[config.mk]
export PLATFORM = sky130hd
export DESIGN_NAME = sparse_index_match
export DESIGN_NICKNAME = d
export VERILOG_FILES = /design/src/rtl/sparse_mac_pkg.sv /design/src/rtl/sparse_index_match_pipe_reg.sv /design/src/rtl/sparse_index_match.sv
export SDC_FILE = /design/constraint.sdc
export NUM_CORES = 1
export LEC_CHECK = 0
export BUFFER_PORTS_ARGS = -buffer_cell sky130_fd_sc_hd__buf_2
export CORE_MARGIN = 3
export CORE_UTILIZATION = 50
export CTS_CLUSTER_SIZE = 40
export DETAILED_ROUTE_END_ITERATION = 10
export GPL_TIMING_DRIVEN = 0
export HOLD_SLACK_MARGIN = 0.03
export PLACE_DENSITY = 0.86
export SLEW_MARGIN = 20
export SYNTH_ARGS = -nofsm -noshare
export SYNTH_HDL_FRONTEND = slang
export SYNTH_HIERARCHICAL = 1
export SYNTH_SLANG_ARGS = --single-unit
[constraint.sdc]
create_clock -name mac_clk -period 6.1 [get_ports mac_clk]
set_input_delay 0.915 -clock mac_clk [delete_from_list [all_inputs] [get_ports mac_clk]]
set_output_delay 0.915 -clock mac_clk [all_outputs]
set_load 0.02 [all_outputs]
[src/rtl/sparse_mac_pkg.sv]
// Shared types for the sparse MAC datapath: decoder beats, match beats and
// the index-intersection state encoding.
package sparse_mac_pkg;

  localparam int VALUE_W = 16;
  localparam int INDEX_W = 8;

  typedef struct packed {
    logic [INDEX_W-1:0] index;
    logic [VALUE_W-1:0] value;
  } decoder_data_t;

  typedef struct packed {
    logic [INDEX_W-1:0] index;
    logic [VALUE_W-1:0] a_value;
    logic [VALUE_W-1:0] b_value;
    logic               match;
    logic               last;
  } match_data_t;

  typedef enum logic [1:0] {
    CMP     = 2'd0,
    DRAIN_A = 2'd1,
    DRAIN_B = 2'd2
  } match_state_e;

endpackage

[src/rtl/sparse_index_match_pipe_reg.sv]
// Single-entry valid/ready pipe register; drains and reloads in one cycle
// when downstream is ready.
module sparse_index_match_pipe_reg
  import sparse_mac_pkg::*;
(
  input  logic        clk,
  input  logic        rst,
  input  logic        in_valid_i,
  output logic        in_ready_o,
  input  match_data_t in_data_i,
  output logic        out_valid_o,
  input  logic        out_ready_i,
  output match_data_t out_data_o
);

  logic        valid_q, valid_d;
  match_data_t data_q, data_d;

  assign in_ready_o  = !valid_q || out_ready_i;
  assign out_valid_o = valid_q;
  assign out_data_o  = data_q;

  always_comb begin
    valid_d = valid_q;
    data_d  = data_q;
    if (in_valid_i && in_ready_o) begin
      valid_d = 1'b1;
      data_d  = in_data_i;
    end else if (valid_q && out_ready_i) begin
      valid_d = 1'b0;
    end
  end

  always_ff @(posedge clk) begin
    if (rst) begin
      valid_q <= 1'b0;
      data_q  <= '0;
    end else begin
      valid_q <= valid_d;
      data_q  <= data_d;
    end
  end

endmodule

[src/rtl/sparse_index_match.sv]
// Index intersection of two ascending sparse streams: forwards matched value
// pairs plus one vector-terminating beat through a registered output.
module sparse_index_match
  import sparse_mac_pkg::*;
(
  input  logic          mac_clk,
  input  logic          mac_rst,
  input  logic          a_valid_i,
  output logic          a_ready_o,
  input  decoder_data_t a_data_i,
  input  logic          a_last_i,
  input  logic          b_valid_i,
  output logic          b_ready_o,
  input  decoder_data_t b_data_i,
  input  logic          b_last_i,
  output logic          out_valid_o,
  input  logic          out_ready_i,
  output match_data_t   out_data_o,
  output match_state_e  state_o
);

  // Handshake: a beat moves on a port in the cycle where valid and ready are
  // both high at the clock edge; readys never depend on the same port's ready.
  match_state_e state_q, state_d;
  logic         a_pop, b_pop, emit, out_free;
  match_data_t  emit_data;

  assign a_ready_o = a_pop;
  assign b_ready_o = b_pop;
  assign state_o   = state_q;

  always_comb begin
    state_d   = state_q;
    a_pop     = 1'b0;
    b_pop     = 1'b0;
    emit      = 1'b0;
    emit_data = '0;
    if (!mac_rst) begin
      case (state_q)
        CMP: begin
          if (a_valid_i && b_valid_i) begin
            if (a_data_i.index < b_data_i.index) begin
              a_pop = 1'b1;
              if (a_last_i) state_d = DRAIN_B;
            end else if (a_data_i.index > b_data_i.index) begin
              b_pop = 1'b1;
              if (b_last_i) state_d = DRAIN_A;
            end else if (out_free) begin
              a_pop             = 1'b1;
              b_pop             = 1'b1;
              emit              = 1'b1;
              emit_data.index   = a_data_i.index;
              emit_data.a_value = a_data_i.value;
              emit_data.b_value = b_data_i.value;
              emit_data.match   = 1'b1;
              emit_data.last    = a_last_i && b_last_i;
              if (a_last_i && !b_last_i) state_d = DRAIN_B;
              else if (b_last_i && !a_last_i) state_d = DRAIN_A;
            end
          end
        end
        DRAIN_B: begin
          // Only the final B beat produces output (the terminator).
          if (b_valid_i) begin
            if (!b_last_i) begin
              b_pop = 1'b1;
            end else if (out_free) begin
              b_pop          = 1'b1;
              emit           = 1'b1;
              emit_data.last = 1'b1;
              state_d        = CMP;
            end
          end
        end
        DRAIN_A: begin
          if (a_valid_i) begin
            if (!a_last_i) begin
              a_pop = 1'b1;
            end else if (out_free) begin
              a_pop          = 1'b1;
              emit           = 1'b1;
              emit_data.last = 1'b1;
              state_d        = CMP;
            end
          end
        end
        default: state_d = CMP;
      endcase
    end
  end

  always_ff @(posedge mac_clk) begin
    if (mac_rst) state_q <= CMP;
    else         state_q <= state_d;
  end

  sparse_index_match_pipe_reg u_out_reg (
    .clk         (mac_clk),
    .rst         (mac_rst),
    .in_valid_i  (emit),
    .in_ready_o  (out_free),
    .in_data_i   (emit_data),
    .out_valid_o (out_valid_o),
    .out_ready_i (out_ready_i),
    .out_data_o  (out_data_o)
  );

endmodule
==> flow_metrics.tcl, run 1 <==
set metrics [dict create \
    outcome "finished clean" \
    dieArea_um2 7421 \
    rrSetupSlack_ns 3.56 \
    dpl_cell_area_um2 3806 \
    p_clk_share_pct 33.2 \
    antenna_found_initial 0 \
    fin_worst_skew_ns 0.004337 \
    swShare_pct 28.43 \
    holdPathStages 2 \
    synth_edf_count 0 \
    use_met1_pct 27.09 \
    grt_pass1_vias 2723 \
    rsz0062_at_grt "no" \
    synth_seq_cells 45 \
    grt_pass1_wl_mm 12.98 \
    grt-ovfl-total 0 \
    die_x_um 86.15 \
    reg2reg_depth 9 \
    gp_congestion 0.9168 \
    place.detailed.hpwl_mm 5.787 \
    ant_nets 0 \
    required_ns 5.18 \
    portBuffers 100 \
    timing.rr.end "u_out_reg/out_data_o[24]" \
    drt_iter0_drc 122 \
    async_flop_share_pct 0 \
    relSlewSlack_pct 67.11 \
    end_kind "output port" \
    die_h_um 86.15 \
    period_minus_slack_ns 3.461 \
    arrival_ns 2.55 \
    ir_drop_uv 106.7 \
    final_nets 502 \
    area_delta_synth_final_pct 21.66 \
    final_max_slew_viol_count 0 \
    hold_viol_final 0 \
    syn_nets 395 \
    p_int_w 0.0004464 \
    power_w 0.0006237 \
    seqPwrFrac_pct 48.0 \
    fillCellCount 533 \
    wl_per_cell_um 15.16 \
    clock_path_buffers 2 \
    worst-slew-pin-transition_ns 0.4900 \
    cts_root_buffer "clkbuf_8" \
    dr.pass1.iters 4 \
    synth_top_area_cell "dfxtp_1" \
    numCtsBuffers 5 \
    final.setup.tns_ns 0 \
    holdBufCountCts 0 \
    hold_end "state_o[1]" \
    drive_gt1_share_pct 51.38 \
    synth.most_common_cell "dfxtp_1" \
    fin_util_pct 64.47 \
    cts.sinks 45 \
    yosys_warnings 6 \
    use_met3_pct 4.611 \
    syn_area_um2 3212 \
    synthCells 326 \
    track_usage_pct 21.44 \
    fmax_mhz 288.9 \
    p_per_area_nw_per_um2 159.6 \
    cts_tree "yes" \
    grt_util_met2_pct 36.58 \
    yosysUniqueCellTypes 41 \
    p_leak_nw 1.671 \
    syn_avg_cell_area_um2 9.852 \
    crit_fanout 6 \
    ys.flop_type "dfxtp_1" \
    cts_setup_buffers 0 \
    h-tree-depth 2 \
    cp-start-kind "input pin" \
    grt_busiest_layer "met2" \
    synth_area_leaders "dfxtp_1 (28%), a21bo_1 (13%), nand3_2 (12%)" \
    n_antenna_cell 0 \
    clkTransAtPathRegs_ns 0.09 \
    wl_mm 7.717 \
    drc_errors 0 \
    vias 2727 \
    p_sw_w 0.0001773 \
    rows 28 \
    synth_commonest_cells "dfxtp_1 (45), a21bo_1 (42), a21oi_2 (42)" \
    grt_max_degree 14 \
    core_area_um2 6061 \
    hold_path.class "reg2reg" \
    ys_seq_area_share_pct 28.05 \
    clk-insertion-delay-late_ns 0.30 \
    final_cell_area_um2 3908 \
    synth_top_area_share_pct 28.05 \
    r2r_start "state_o[0]" \
    start_util_pct 52.99 \
    drt-vias-per-instance 5.358 \
    maxCapViolCount 0 \
    setup_violations 0 \
    cts_resized 0 \
    power_frac_comb_pct 18.8 \
    io_pins 102 \
    finalCritPeriodShare_pct 56.74 \
    crit_type "in2out" \
    hold_path_startpoint "state_o[1]" \
]
## layout by cell type, fill, tap and decap left out, drive strengths merged, types with 2 or more instances in the layout
cell,count
mux2i,2
dfxtp,45
nand3,44
a22oi,2
nor3,2
a21bo,42
and2,39
o21ai,7
nor2,6
nand4,2
nand2,13
nand2b,3
buf,125
inv,14
ha,14
clkbuf,11
a21oi,49
## cells by family after synthesis
family                     share of synthesized area, %
DFF                                               28.05
buffers and inverters                             9.778
adders and majority gates                         5.454
and+or+nand+nor                                   25.94
AOI/OAI and AO/OA                                 30.15
muxes                                            0.6233
## critical path, cell delays in order
cell and delay [ns]:
buf_2 0.11, ha_1 0.33, a21oi_1 0.30, a21oi_4 0.14, o21ai_0 0.26, o22ai_1 0.13, o21ba_2 0.22, buf_2 0.15
## power groups by stage
stage                     Clock [W]  Combinational (W)  Sequential [W]
after floorplan                   0          0.0000738        0.000309
after global placement            0           0.000114        0.000306
after detailed placement          0           0.000117        0.000306
after CTS                  0.000212           0.000118        0.000299
after global routing       0.000224           0.000129        0.000300
final                      0.000207           0.000117        0.000299
## metal layers
layer	up-vias	routed length [um]
met4	0	88
met1	1295	3336
li1	1339	-
met5	-	0
met3	9	519
met2	84	3773
## worst max path at each step
stage / start / to / cells past startpoint
floorplan: b_data_i[19] / b_ready_o / 7
global placement: a_data_i[19] / b_ready_o / 8
detailed placement: a_data_i[19] / b_ready_o / 8
CTS: b_data_i[23] / b_ready_o / 9
global route: a_data_i[19] / b_ready_o / 8
finish: a_data_i[19] / b_ready_o / 8
## layout make-up
cell class                      instances  area, um2  area share, %
Multi-Input combinational cell        238       1997          51.10
Sequential cell                        45      900.9          23.05
Timing Repair Buffer                  100      500.5          12.81
Buffer                                 29      261.5          6.692
Clock buffer                            7      96.34          2.466
Tap cell                               75      93.84          2.402
Inverter                               14      52.55          1.345
Clock inverter                          1      5.005         0.1281
## sequential cells by signal, summed over array words and instances, names as in the netlist
signal and count:
u_out_reg/out_valid_o 1, state_o 2, u_out_reg/out_data_o 42
## per-stage QoR
| step | cells | setup WS [ns] | hold slack, ns |
|---|---|---|---|
| 2_1_floorplan | 326 | 2.977 | 0.5867 |
| 3_3_place_gp | 501 | 2.692 | 0.5238 |
| 3_5_place_dp | 501 | 2.676 | 0.5317 |
| 4_1_cts | 509 | 2.664 | 0.5507 |
| 5_1_grt | 509 | 2.501 | 0.5793 |
| 6_report | 509 | 2.639 | 0.5429 |
Power figures use the tool's default switching activity.
==> run 2: changes to the inputs <==
CORE_UTILIZATION = 47   (was 50)
PLACE_DENSITY = 0.85   (was 0.86)
clock period = 2.9 ns   (was 6.1 ns; I/O delays follow)
==> run 2 against run 1 <==
  * Critical path depth grew 2
  * Clock power rose to 2.7 times the previous value
  * Clock skew increased by 0.0035 ns
  * Via count decreased by 0.77%
  * Largest power group unchanged
  * Largest cell class unchanged
  * Flip-flop and latch count is the same
  * First-iteration DRC count is 13% lower
  * Power increased by 130%
  * Cell area up 0.90%
  * Global-route usage is 1.6 points lower
  * Sequential share of layout area decreased by 0.20 points
==> flow_metrics.tcl, run 2 (synthesis results as in run 1) <==
set metrics [dict create \
    outcome "finished clean" \
    fillCellCount 582 \
    wl_mm 7.635 \
    r2r_start "state_o[0]" \
    vias 2706 \
    clkTransAtPathRegs_ns 0.09 \
    clock_path_buffers 2 \
    maxCapViolCount 0 \
    antenna_found_initial 0 \
    hold_viol_final 0 \
    grt_pass1_vias 2655 \
    p_per_area_nw_per_um2 363.2 \
    cts_resized 0 \
    end_kind "register" \
    drt_iter0_drc 106 \
    mostFrequentLayoutCells "buf_2 (109), dfxtp_1 (45), a21bo_1 (42), a21oi_2 (42), and2_1 (39)" \
    required_ns 3.13 \
    rows 29 \
    grt_max_degree 15 \
    crit_type "in2reg" \
    grt-ovfl-total 0 \
    worst-slew-pin-transition_ns 0.5138 \
    largest_register_ffs 42 \
    fmax_mhz 371.5 \
    dieArea_um2 7861 \
    layout_setup_ws_ns 0.2083 \
    crit_fanout 10 \
    p_leak_nw 1.684 \
    die_x_um 88.67 \
    ant_nets 0 \
    final_max_slew_viol_count 0 \
    cp-startpoint "a_data_i[23]" \
    cts_root_buffer "clkbuf_8" \
    area_delta_synth_final_pct 22.75 \
    layout_commonest_cell "buf_2" \
    cts.sinks 45 \
    io_pins 102 \
    holdBufCountCts 0 \
    hold_path.class "in2reg" \
    period_minus_slack_ns 2.692 \
    cp-start-kind "input pin" \
    clk-insertion-delay-late_ns 0.30 \
    post-place-ws_ns -0.09415 \
    cts_tree "yes" \
    dr.pass1.iters 4 \
    gp_congestion 0.9590 \
    relSlewSlack_pct 65.52 \
    n_antenna_cell 0 \
    grt_pass1_wl_mm 12.62 \
    drt-vias-per-instance 5.295 \
    ir_drop_uv 270.3 \
    hold_path_startpoint "b_data_i[2]" \
    start_util_pct 49.45 \
    drive_gt1_share_pct 51.38 \
    cts_setup_buffers 0 \
    wl_per_cell_um 14.94 \
    portBuffers 100 \
    final_nets 502 \
    fin_worst_skew_ns 0.007809 \
    place.detailed.hpwl_mm 5.716 \
    setup_violations 0 \
    power_w 0.001432 \
    h-tree-depth 2 \
    rsz0062_at_grt "no" \
    arrival_ns 2.92 \
    die_h_um 88.67 \
    numCtsBuffers 5 \
    core_area_um2 6495 \
    finalCritPeriodShare_pct 92.82 \
    track_usage_pct 19.82 \
    drc_errors 0 \
]
run 2: changes by cell type in the layout (fill, tap and decap cells not counted), sizes merged:
cell | before | now
bufinv | 0 | 2
clkbuf | 11 | 9
run 2: per-layer routing:
layer	share of wire [%]	global-route usage (%)	vias up
met2	47	34.14	84
met1	47	25.93	1271
met5	0	0	-
met3	5.7	3.259	6
li1	-	-	1345
met4	0.75	4.396	0
run 2: worst max-delay path: stages:
cell and delay, ns:
buf_2 0.11, ha_1 0.32, nand2_1 0.07, o21ai_1 0.43
o2111ai_2 0.25, a21boi_0 0.47, buf_4 0.26, buf_2 0.31
nand3_2 0.13, a21oi_2 0.12
run 2: final timing paths:
check	end	slack [ns]	cells after the start
max	u_out_reg/out_data_o[24]	0.21	10
min	u_out_reg/out_data_o[4]	0.50	4
max reg2reg	u_out_reg/out_data_o[24]	0.31	9
min reg2reg	state_o[1]	0.55	2
run 2: layout make-up:
class	instances	area, um2	area share, %
Inverter	14	52.55	1.333
Multi-Input combinational cell	238	1997	50.65
Buffer	29	261.5	6.633
Timing Repair Buffer	100	500.5	12.69
Tap cell	77	96.34	2.444
Clock buffer	5	68.82	1.745
Sequential cell	45	900.9	22.85
Clock inverter	3	65.06	1.650
run 2: stage by stage:
step	area, um2	setup TNS, ns	cells	hold slack [ns]	utilization [%]
floorplan	3212	0	326	0.5867	-
global placement	3809	-0.1173	503	0.5281	58.64
detailed placement	3809	-2.425	503	0.5326	58.64
CTS	3943	0	511	0.4895	60.70
global route	3943	0	511	0.4905	60.70
finish	3943	0	511	0.5001	60.70
run 2: where the power goes:
part / internal (W) / switching (W) / leakage (nW)
registers: 0.000623 / 0.00000737 / 0.362
clock network: 0.000342 / 0.000217 / 0.0681
logic: 0.000100 / 0.000143 / 1.25
total: 0.00106 / 0.000367 / 1.68
